**src/rtl/btb_port_scheduler_if.sv**
```systemverilog
// rtl/btb_port_scheduler_if.sv - request/RAM bundle between fetch/feedback logic and the BTB port scheduler
//
// Purpose: groups the branch-feedback update requests, fetch lookup requests,
// the two BTB RAM port drives and the lookup response flags.
// master: fetch/feedback side (drives fb_* and rd_* requests)
// slave : btb_port_scheduler (drives grants, RAM ports, responses, q_count)
//   fb_valid/fb_branch_pc/fb_new_pc  update requests, fb_ready accept flag
//   rd_valid/rd_addr                 lookup requests, rd_grant issue flag
//   ram_addr/ram_we/ram_din          per-port RAM controls
//   resp_valid/resp_port             dout valid and carrying port per lookup
//   q_count                          pending updates
interface btb_port_scheduler_if #(
  parameter int ADDR_WIDTH = 32,
  parameter int IDX_WIDTH  = 10,
  parameter int LINE_WIDTH = 2*ADDR_WIDTH-IDX_WIDTH-2,
  parameter int QDEPTH     = 4
);
  logic [1:0]                 fb_valid;
  logic [1:0][ADDR_WIDTH-1:0] fb_branch_pc;
  logic [1:0][ADDR_WIDTH-1:0] fb_new_pc;
  logic                       fb_ready;
  logic [1:0]                 rd_valid;
  logic [1:0][ADDR_WIDTH-1:0] rd_addr;
  logic [1:0]                 rd_grant;
  logic [1:0][IDX_WIDTH-1:0]  ram_addr;
  logic [1:0]                 ram_we;
  logic [1:0][LINE_WIDTH-1:0] ram_din;
  logic [1:0]                 resp_valid;
  logic [1:0]                 resp_port;
  logic [$clog2(QDEPTH):0]    q_count;

  modport master (
    output fb_valid, fb_branch_pc, fb_new_pc, rd_valid, rd_addr,
    input  fb_ready, rd_grant, ram_addr, ram_we, ram_din, resp_valid, resp_port, q_count
  );

  modport slave (
    input  fb_valid, fb_branch_pc, fb_new_pc, rd_valid, rd_addr,
    output fb_ready, rd_grant, ram_addr, ram_we, ram_din, resp_valid, resp_port, q_count
  );
endinterface

```
**src/rtl/btb_port_scheduler.sv**
```systemverilog
// rtl/btb_port_scheduler.sv - shares the two BTB RAM ports between fetch lookups and buffered branch updates
//
// Purpose: branch-resolution updates are buffered in a small circular FIFO
// and drained into RAM ports that fetch lookups leave idle. Lookups have
// priority; after STARVE_LIMIT cycles of pending updates with no drain,
// port0 is forced to write the FIFO head.
// Ports:
//   clk    clock
//   reset  asynchronous active-low reset
//   bus    btb_port_scheduler_if slave modport (requests, grants, RAM ports,
//          responses, q_count)
module btb_port_scheduler #(
  parameter int ADDR_WIDTH   = 32,
  parameter int IDX_WIDTH    = 10,
  parameter int LINE_WIDTH   = 2*ADDR_WIDTH-IDX_WIDTH-2,
  parameter int QDEPTH       = 4,
  parameter int STARVE_LIMIT = 8
) (
  input  logic                 clk,
  input  logic                 reset,
  btb_port_scheduler_if.slave  bus
);
  localparam int PW = $clog2(QDEPTH);
  localparam int CW = $clog2(QDEPTH) + 1;
  localparam int SW = $clog2(STARVE_LIMIT + 1);

  logic [IDX_WIDTH-1:0]  q_idx  [QDEPTH];
  logic [LINE_WIDTH-1:0] q_line [QDEPTH];
  logic [PW-1:0]         head, tail, head_nx, tail_nx, slot1;
  logic [CW-1:0]         count;
  logic [SW-1:0]         starve;
  logic [1:0]            resp_valid_q, resp_port_q;

  logic                  ready, nonempty, force_mode;
  logic [1:0]            enq_n, deq_n;
  logic [1:0][IDX_WIDTH-1:0] rd_idx;

  logic                  wr0, wr1, rd_on0, rd_on1, src0, src1;
  logic [1:0]            we, grant, rport;
  logic [1:0][IDX_WIDTH-1:0]  addr;
  logic [1:0][LINE_WIDTH-1:0] din;

  logic unused_bits;
  assign unused_bits = ^{bus.fb_branch_pc[0][1:0], bus.fb_branch_pc[1][1:0],
                         bus.rd_addr[0][1:0], bus.rd_addr[1][1:0],
                         bus.rd_addr[0][ADDR_WIDTH-1:IDX_WIDTH+2],
                         bus.rd_addr[1][ADDR_WIDTH-1:IDX_WIDTH+2]};

  assign head_nx    = head + PW'(1);
  assign tail_nx    = tail + PW'(1);
  assign nonempty   = (count != '0);
  assign force_mode = nonempty && (starve == SW'(STARVE_LIMIT));
  // Acceptance is always for two slots so a dual update never splits.
  assign ready      = (CW'(QDEPTH) - count) >= CW'(2);
  assign enq_n      = ready ? ({1'b0, bus.fb_valid[0]} + {1'b0, bus.fb_valid[1]}) : 2'd0;
  assign deq_n      = {1'b0, we[0]} + {1'b0, we[1]};
  assign slot1      = bus.fb_valid[0] ? tail_nx : tail;
  assign rd_idx[0]  = bus.rd_addr[0][IDX_WIDTH+1:2];
  assign rd_idx[1]  = bus.rd_addr[1][IDX_WIDTH+1:2];

  // Port plan: which port writes which FIFO entry and which read each port carries.
  always_comb begin
    wr0 = 1'b0; wr1 = 1'b0;
    rd_on0 = 1'b0; rd_on1 = 1'b0;
    src0 = 1'b0; src1 = 1'b0;
    if (force_mode) begin
      wr0    = 1'b1;
      rd_on1 = |bus.rd_valid;
      src1   = ~bus.rd_valid[0];
    end else if (&bus.rd_valid) begin
      rd_on0 = 1'b1; src0 = 1'b0;
      rd_on1 = 1'b1; src1 = 1'b1;
    end else if (|bus.rd_valid) begin
      if (nonempty) begin
        wr0    = 1'b1;
        rd_on1 = 1'b1;
        src1   = bus.rd_valid[1];
      end else if (bus.rd_valid[0]) begin
        rd_on0 = 1'b1; src0 = 1'b0;
      end else begin
        rd_on1 = 1'b1; src1 = 1'b1;
      end
    end else if (nonempty) begin
      wr0 = 1'b1;
      // Two writes to one index in the same cycle would race in the RAM.
      wr1 = (count >= CW'(2)) && (q_idx[head] != q_idx[head_nx]);
    end
  end

  // Port drive; a read that hits the index of a same-cycle write is dropped.
  always_comb begin
    we = '0; addr = '0; din = '0; grant = '0; rport = '0;
    if (wr0) begin
      we[0]   = 1'b1;
      addr[0] = q_idx[head];
      din[0]  = q_line[head];
    end else if (rd_on0 && !(wr1 && rd_idx[src0] == q_idx[head_nx])) begin
      addr[0]     = rd_idx[src0];
      grant[src0] = 1'b1;
      rport[src0] = 1'b0;
    end
    if (wr1) begin
      we[1]   = 1'b1;
      addr[1] = q_idx[head_nx];
      din[1]  = q_line[head_nx];
    end else if (rd_on1 && !(wr0 && rd_idx[src1] == q_idx[head])) begin
      addr[1]     = rd_idx[src1];
      grant[src1] = 1'b1;
      rport[src1] = 1'b1;
    end
    if (!reset) begin
      we = '0; addr = '0; din = '0; grant = '0; rport = '0;
    end
  end

  // FIFO storage needs no reset; validity lives in head/tail/count.
  always_ff @(posedge clk) begin
    if (ready && bus.fb_valid[0]) begin
      q_idx[tail]  <= bus.fb_branch_pc[0][IDX_WIDTH+1:2];
      q_line[tail] <= {bus.fb_branch_pc[0][ADDR_WIDTH-1:IDX_WIDTH+2], bus.fb_new_pc[0]};
    end
    if (ready && bus.fb_valid[1]) begin
      q_idx[slot1]  <= bus.fb_branch_pc[1][IDX_WIDTH+1:2];
      q_line[slot1] <= {bus.fb_branch_pc[1][ADDR_WIDTH-1:IDX_WIDTH+2], bus.fb_new_pc[1]};
    end
  end

  always_ff @(posedge clk or negedge reset) begin
    if (!reset) begin
      head         <= '0;
      tail         <= '0;
      count        <= '0;
      starve       <= '0;
      resp_valid_q <= '0;
      resp_port_q  <= '0;
    end else begin
      head  <= head + PW'(deq_n);
      tail  <= tail + PW'(enq_n);
      count <= count + CW'(enq_n) - CW'(deq_n);
      if (!nonempty || deq_n != 2'd0) begin
        starve <= '0;
      end else if (starve != SW'(STARVE_LIMIT)) begin
        starve <= starve + SW'(1);
      end
      resp_valid_q <= grant;
      resp_port_q  <= rport & grant;
    end
  end

  assign bus.fb_ready   = ready;
  assign bus.rd_grant   = grant;
  assign bus.ram_we     = we;
  assign bus.ram_addr   = addr;
  assign bus.ram_din    = din;
  assign bus.resp_valid = resp_valid_q;
  assign bus.resp_port  = resp_port_q;
  assign bus.q_count    = count;
endmodule

```
**src/flat_wrapper.sv**
```systemverilog
// flat-port wrapper written by rule: the top's interface ports become plain ports
module btb_port_scheduler_flat 
#(
  parameter int ADDR_WIDTH   = 32,
  parameter int IDX_WIDTH    = 10,
  parameter int LINE_WIDTH   = 2*ADDR_WIDTH-IDX_WIDTH-2,
  parameter int QDEPTH       = 4,
  parameter int STARVE_LIMIT = 8
)
  (clk, reset, bus_fb_valid, bus_fb_branch_pc, bus_fb_new_pc, bus_rd_valid, bus_rd_addr, bus_fb_ready, bus_rd_grant, bus_ram_addr, bus_ram_we, bus_ram_din, bus_resp_valid, bus_resp_port, bus_q_count);
  btb_port_scheduler_if #(.ADDR_WIDTH(ADDR_WIDTH), .IDX_WIDTH(IDX_WIDTH), .LINE_WIDTH(LINE_WIDTH), .QDEPTH(QDEPTH)) bus_i ();
  input  logic clk;
  input  logic reset;
  input wire logic [$bits(bus_i.fb_valid)-1:0] bus_fb_valid;
  input wire logic [$bits(bus_i.fb_branch_pc)-1:0] bus_fb_branch_pc;
  input wire logic [$bits(bus_i.fb_new_pc)-1:0] bus_fb_new_pc;
  input wire logic [$bits(bus_i.rd_valid)-1:0] bus_rd_valid;
  input wire logic [$bits(bus_i.rd_addr)-1:0] bus_rd_addr;
  output wire logic [$bits(bus_i.fb_ready)-1:0] bus_fb_ready;
  output wire logic [$bits(bus_i.rd_grant)-1:0] bus_rd_grant;
  output wire logic [$bits(bus_i.ram_addr)-1:0] bus_ram_addr;
  output wire logic [$bits(bus_i.ram_we)-1:0] bus_ram_we;
  output wire logic [$bits(bus_i.ram_din)-1:0] bus_ram_din;
  output wire logic [$bits(bus_i.resp_valid)-1:0] bus_resp_valid;
  output wire logic [$bits(bus_i.resp_port)-1:0] bus_resp_port;
  output wire logic [$bits(bus_i.q_count)-1:0] bus_q_count;
  assign bus_i.fb_valid = bus_fb_valid;
  assign bus_i.fb_branch_pc = bus_fb_branch_pc;
  assign bus_i.fb_new_pc = bus_fb_new_pc;
  assign bus_i.rd_valid = bus_rd_valid;
  assign bus_i.rd_addr = bus_rd_addr;
  assign bus_fb_ready = bus_i.fb_ready;
  assign bus_rd_grant = bus_i.rd_grant;
  assign bus_ram_addr = bus_i.ram_addr;
  assign bus_ram_we = bus_i.ram_we;
  assign bus_ram_din = bus_i.ram_din;
  assign bus_resp_valid = bus_i.resp_valid;
  assign bus_resp_port = bus_i.resp_port;
  assign bus_q_count = bus_i.q_count;
  btb_port_scheduler #(.ADDR_WIDTH(ADDR_WIDTH), .IDX_WIDTH(IDX_WIDTH), .LINE_WIDTH(LINE_WIDTH), .QDEPTH(QDEPTH), .STARVE_LIMIT(STARVE_LIMIT)) u_core (.clk(clk), .reset(reset), .bus(bus_i));
endmodule
```
**config.mk**
```make
export PLATFORM = sky130hd
export DESIGN_NAME = btb_port_scheduler_flat
export DESIGN_NICKNAME = d
export VERILOG_FILES = /design/src/rtl/btb_port_scheduler_if.sv /design/src/rtl/btb_port_scheduler.sv /design/src/flat_wrapper.sv
export SDC_FILE = /design/constraint.sdc
export NUM_CORES = 1
export LEC_CHECK = 0
export BUFFER_PORTS_ARGS = -buffer_cell sky130_fd_sc_hd__buf_2
export CAP_MARGIN = 10
export CORE_MARGIN = 5
export CORE_UTILIZATION = 30
export CTS_CLUSTER_SIZE = 20
export DETAILED_ROUTE_END_ITERATION = 8
export GPL_TIMING_DRIVEN = 1
export HOLD_SLACK_MARGIN = 0.1
export PLACE_DENSITY_LB_ADDON = 0.12
export SETUP_SLACK_MARGIN = 0.2
export SYNTH_ARGS = -nofsm -noshare
export SYNTH_HDL_FRONTEND = slang
export SYNTH_SLANG_ARGS = --single-unit
```
**constraint.sdc**
```tcl
create_clock -name clk -period 4 [get_ports clk]
set_input_delay 1 -clock clk [delete_from_list [all_inputs] [get_ports clk]]
set_output_delay 1 -clock clk [all_outputs]
set_load 0.02 [all_outputs]
```
# == After elaboration in Yosys (flattened, before gate mapping) ==
# Memory sizes are Yosys's and may differ from the RTL's.
# Cells that the tools add are included.
# classes
addsub,10
n_lt_le_gt_ge,4
n_eq_ne,5
muxes,52
n_bitwise,3
n_reduce_logical,18
# op_table
op,n
$mux W104,1
$mux W52,2
$mux W10,6
$mux W1,29
$eq A10 B10 Y1,2
$mux W2,10
$mux W20,1
$ne A10 B10 Y1,1
$logic_and A1 B1 Y1,9
$mux W4,2
$ge A3 B2 Y1 const B,2
$add A1 B1 Y2,2
$add A2 B1 Y2 const B,2
$add A2 B2 Y2,2
$add A4 B1 Y4 const B,1
$eq A4 B4 Y1 const B,1
$ne A4 B4 Y1 const B,1
$reduce_bool A2 Y1,2
$add A3 B2 Y3,1
$logic_not A1 Y1,3
$reduce_bool A3 Y1,1
$sub A3 B2 Y3,1
$sub A3 B3 Y3 const A,1
$and A2 B2 Y2,1
8 further kinds,8
# word_totals
ff_bits,15
mem_bits_rw,248
in_bits,198
out_inout_bits,136
memories,2
# mem_list
name,words,width,rd,rd_clocked_by_memory_dff,write_ports,line_no,rtl
u_core.q_line,4,52,2,0,2,btb_port_scheduler.sv:28,logic [LINE_WIDTH-1:0] q_line [QDEPTH];
u_core.q_idx,4,10,2,0,2,btb_port_scheduler.sv:27,logic [IDX_WIDTH-1:0] q_idx [QDEPTH];

# == Depth between registers and ports, before layout ==
# An unclocked memory read counts as a cell.
# depth
depth_word,18
depth_mapped,17
ltp_nobuf,14

# == Least setup slack after synthesis ==
# No wires, ideal clock.
# synth_timing
kind,register to register
start,"register u_core.count[1], in the netlist u_core.bus.q_count[1]"
end,"memory u_core.q_idx[1][0], enable pin"
setup_time_ns,0.676
arrival_ns,3.462
required_ns,3.324
slack_ns,-0.138
path_stages_with_launch,10
n_path_buf,2
period_less_slack_ns,4.138
cell_sequence,dfrtp_1 -> inv_1 -> ha_1 -> ha_1 -> or3b_2 -> and2_1 -> clkbuf_1 -> o21ai_1 -> buf_2 -> nand2_1
# synth_lines
element,line_no,rtl
"start, declared",btb_port_scheduler.sv:30,logic [CW-1:0] count;
"start signal, assigned",btb_port_scheduler.sv:139,count <= count + CW'(enq_n) - CW'(deq_n);
"end, declared",btb_port_scheduler.sv:27,

# == Final worst setup path ==
# layout_timing
start,"register u_core.count[1], in the netlist u_core.bus.q_count[1]"
end,output port bus_ram_addr[16]
# layout_via
elab_chain_len,14
elab_cells_between_ends,28
classes_between,order compare: 1; eq/ne: 1; mux: 20; reduce/logical: 6
# layout_lines
element,line_no,rtl
$reduce_bool A3 Y1,btb_port_scheduler.sv:51,assign nonempty = (count != '0);
$mux W1,btb_port_scheduler.sv:74,if (nonempty) begin
$mux W1,btb_port_scheduler.sv:73,end else if (|bus.rd_valid) begin
$mux W1,btb_port_scheduler.sv:70,end else if (&bus.rd_valid) begin
$mux W1,btb_port_scheduler.sv:66,if (force_mode) begin
$mux W10 (implied by the code) (2 in a row),"btb_port_scheduler.sv:106, btb_port_scheduler.sv:107",
$eq A10 B10 Y1,btb_port_scheduler.sv:106,end else if (rd_on1 && !(wr0 && rd_idx[src1] == q_idx[head])) begin
$logic_and A1 B1 Y1,btb_port_scheduler.sv:106,
$logic_not A1 Y1,btb_port_scheduler.sv:106,
$logic_and A1 B1 Y1,btb_port_scheduler.sv:106,
$mux W10,btb_port_scheduler.sv:106,
$mux W10 (*),btb_port_scheduler.sv:102,if (wr1) begin
$mux W20 (*),btb_port_scheduler.sv:111,if (!reset) begin
"end, declared",flat_wrapper.sv:21,output wire logic [$bits(bus_i.ram_addr)-1:0] bus_ram_addr;
# Mark *: on every way between the ends. The rest lies on a longest branch, timed or not. The select of a mux whose other input is x is not followed.

==> summary.md <==
| Metric | Value |
|---|---|
| 1st-pass router iterations | 5 |
| Die area | 58270 µm² |
| First-pass GRT wire length | 75.78 mm |
| Pint | 10.74 mW |
| CTS max path bufs | 3 |
| Power density cells | 798.7 nW/µm² |
| CP startpoint kind | flip-flop |
| Placement Setup Slack | -0.04063 ns |
| Congestion Overflow GR | 0 |
| RSZ-0062 raised after global routing | true |
| Largest net degree at the start of global routing | 59 |
| Worst Path Buf+Inv | 6 |
| Commonest cells after routing, fill and taps aside | 252 x mux2_2, 248 x edfxtp_1, 224 x buf_2 |
| # Max-Cap Violations | 0 |
| Die Height | 241.4 µm |
| Crit-path most repeated cell | buf_6 |
| Total track usage | 0.1740 |
| Drt drc | 0 |
| Core area | 52760 µm² |
| Number of vias in the routed layout | 10830 |
| Status | finished with violations |
| Switching power | 6.359 mW |
| Worst-path clk slew | 0.06 ns |
| Commonest non-fill, non-tap cell in the layout | mux2_2 |
| IO buf count | 285 |
| Antenna-violating nets left | 0 |
| Ports | 334 |
| Syn Nets | 1266 |
| Post-synth EDFFs | 248 |
| VDD IR max | 344.9 µV |
| Rows | 84 |
| Setup ws final | -0.3423 ns |
| Hold crit path type | in2async |
| DRT iter0 DRCs | 438 |
| Routability cong. | 0.7584 |
| Critical path class | reg2out |
| Layout cells sized above 1 | 0.6305 |
| Hpwl dp | 31.93 mm |
| Yosys synthesis warning count | 0 |
| Non-filler cells, final | 2118 |
| Final Cycle Share | 1.086 |
| Area leader, netlist | edfxtp_1 |
| Syn Area/Cell | 15.30 µm² |
| Vias in the first global route | 11700 |
| Switching Share | 0.3719 |
| Clock Latency Late Sink | 0.55 ns |
| Netlist cell types | 52 |
| Synth top area cells | edfxtp_1 46%, mux2_2 18%, mux4_2 16% |
| TritonCTS clock tree | yes |
| Final-report max-slew violation count | 0 |
| Crit end category | output port |
| Synth top area share | 0.4637 |
| H-tree depth | 2 |
| Via density | 5.112 |
| Final nets | 1612 |
| Synth Register Bits | 262 |
| Worst rel slew slack | 0.3943 |
| Hold-fix buffers, CTS | 0 |
| CTS sink cnt | 262 |
| Combinational fraction of design power | 0.521 |
| Final setup fails | 61 |
| Clock skew | 0.02248 ns |
| Final Power | 17.10 mW |
| Post-Syn Area | 16060 µm² |
| Total CTS buffers | 35 |
| Total Wirelength | 51.58 mm |
| Sequential share of power | 0.304 |
| Req. time, crit path | 3.00 ns |
| Final Hold Fails | 0 |
| Leakage power | 8.081 nW |
| Initial antenna violation count | 16 |
| Post-synthesis sequential area ratio | 0.4855 |
| Clk pwr share | 0.175 |
| CP delay by family, top | buffers and inverters |
| Initial Util | 0.3044 |
| Crit Path Max Fanout | 5 |
| Post-Synthesis Cells | 1050 |
| Max Fclk | 0.2303 GHz |
| Cells along the critical path | inv_2, ha_4, ha_4, buf_6, nand2b_4, o22a_2, buf_6, buf_12, mux2i_4, xnor2_2, nor4_4, a31o_1, buf_6, o22ai_1, buf_2 |
| Placed Cells | 2000 |
| FFs w/ async S/R, synth | 0.05344 |
| Critical path arrival | 3.34 ns |
| Top FF cell, synth | edfxtp_1 |
| Slowest stage cell, crit path | dfrtp_1 |
| Routed length per placed instance | 24.35 µm |
| Tightest Pin Transition | 0.9051 ns |
| Crit path largest cell delay | 0.36 ns |
| FILL cells | 4954 |
| Root Driver | clkbuf_16 |
| Failing checks | negative setup slack |
| Chip width | 241.4 µm |
| Sum Neg Setup Slack | -6.137 ns |
| Area delta synth->final | 33.30% |
| Final Critical Period | 4.342 ns |
-- sequential cells by signal (all words and copies together) (netlist names) --
name,count
u_core.bus.resp_port,2
u_core.q_idx,40
u_core.starve,4
u_core.q_line,208
u_core.head,2
u_core.bus.resp_valid,1
u_core.tail,2
u_core.bus.q_count,3
-- Yosys cell counts, drive strengths merged (2+ instances only) --
| cell | count |
|---|---|
| mux2 | 252 |
| inv | 21 |
| a31oi | 2 |
| a31o | 3 |
| nor3 | 7 |
| dfrtp | 14 |
| nor4 | 4 |
| mux4 | 116 |
| a21oi | 8 |
| a311oi | 2 |
| ha | 16 |
| and3 | 3 |
| nand3 | 3 |
| o22ai | 11 |
| fa | 2 |
| o32ai | 2 |
| edfxtp | 248 |
| nor2b | 52 |
| xor2 | 27 |
| o21ai | 13 |
| a22o | 9 |
| a2111oi | 2 |
| clkbuf | 10 |
| and2 | 55 |
| nand2b | 5 |
| xnor2 | 28 |
| buf | 64 |
| nor2 | 13 |
| mux2i | 18 |
| nand2 | 25 |
| o2111ai | 2 |
-- path summary, 6_finish.rpt --
path / from / depth (start not counted) / slack, ns / to
min reg2reg: u_core.starve[3] / 2 / 0.57 / u_core.starve[3]
max in group asynchronous: reset / 2 / 3.34 / u_core.head[1]
min in group clk: u_core.starve[3] / 2 / 0.57 / u_core.starve[3]
min: reset / 2 / 0.43 / u_core.bus.resp_valid[0]
max reg2reg: u_core.head[1] / 16 / 0.41 / u_core.bus.q_count[2]
max: u_core.bus.q_count[1] / 15 / -0.34 / bus_ram_addr[16]
-- layout make-up --
type                       count  area, µm²  area share
clock inverter                17      135.1    0.006311
inverter                      21      93.84    0.004383
multi-input combinational    693       8567      0.4001
clock buffer                  45      934.6     0.04365
sequential                   262       7805      0.3645
tap                          688      860.8     0.04021
timing repair buffer         383       2992      0.1397
antenna                        9      22.52    0.001052
-- cell families after synthesis --
family,synth area share
mux,0.3513
compound gates,0.02680
simple gates,0.06216
xor+xnor,0.02999
flops,0.4855
fa+ha+maj,0.01496
buf+inv,0.02929
-- power by group through the flow --
stage	clock, mW	combinational [mW]	sequential (mW)
after floorplan	0	5.56	5.04
after global placement	0	7.86	5.25
after detailed placement	0	7.89	5.29
after CTS	3.08	8.85	5.20
after global routing	3.19	9.55	5.32
final	2.99	8.91	5.20
-- through the flow --
stage                 util  hold WS [ns]  cell area, µm²
floorplan                -        0.4929           16070
global placement    0.3519        0.5389           18570
detailed placement  0.3519        0.5465           18570
CTS                 0.3987        0.3971           21040
global route        0.4056        0.4379           21400
finish              0.4058        0.4329           21410
-- metal layers --
layer	global-route usage	vias up	wire, µm
met5	0	-	124
met2	0.2943	279	25670
met1	0.2238	5608	21380
met4	0.04531	18	989
met3	0.04485	68	3413
li1	-	4854	-
-- what timing repair did --
item,CTS,global route
endpoints found under the setup margin,118,90
gates resized for setup,231,70
gates cloned,9,0
setup buffers,27,11
pin swaps,17,8
(Power assumes the default switching activity.)
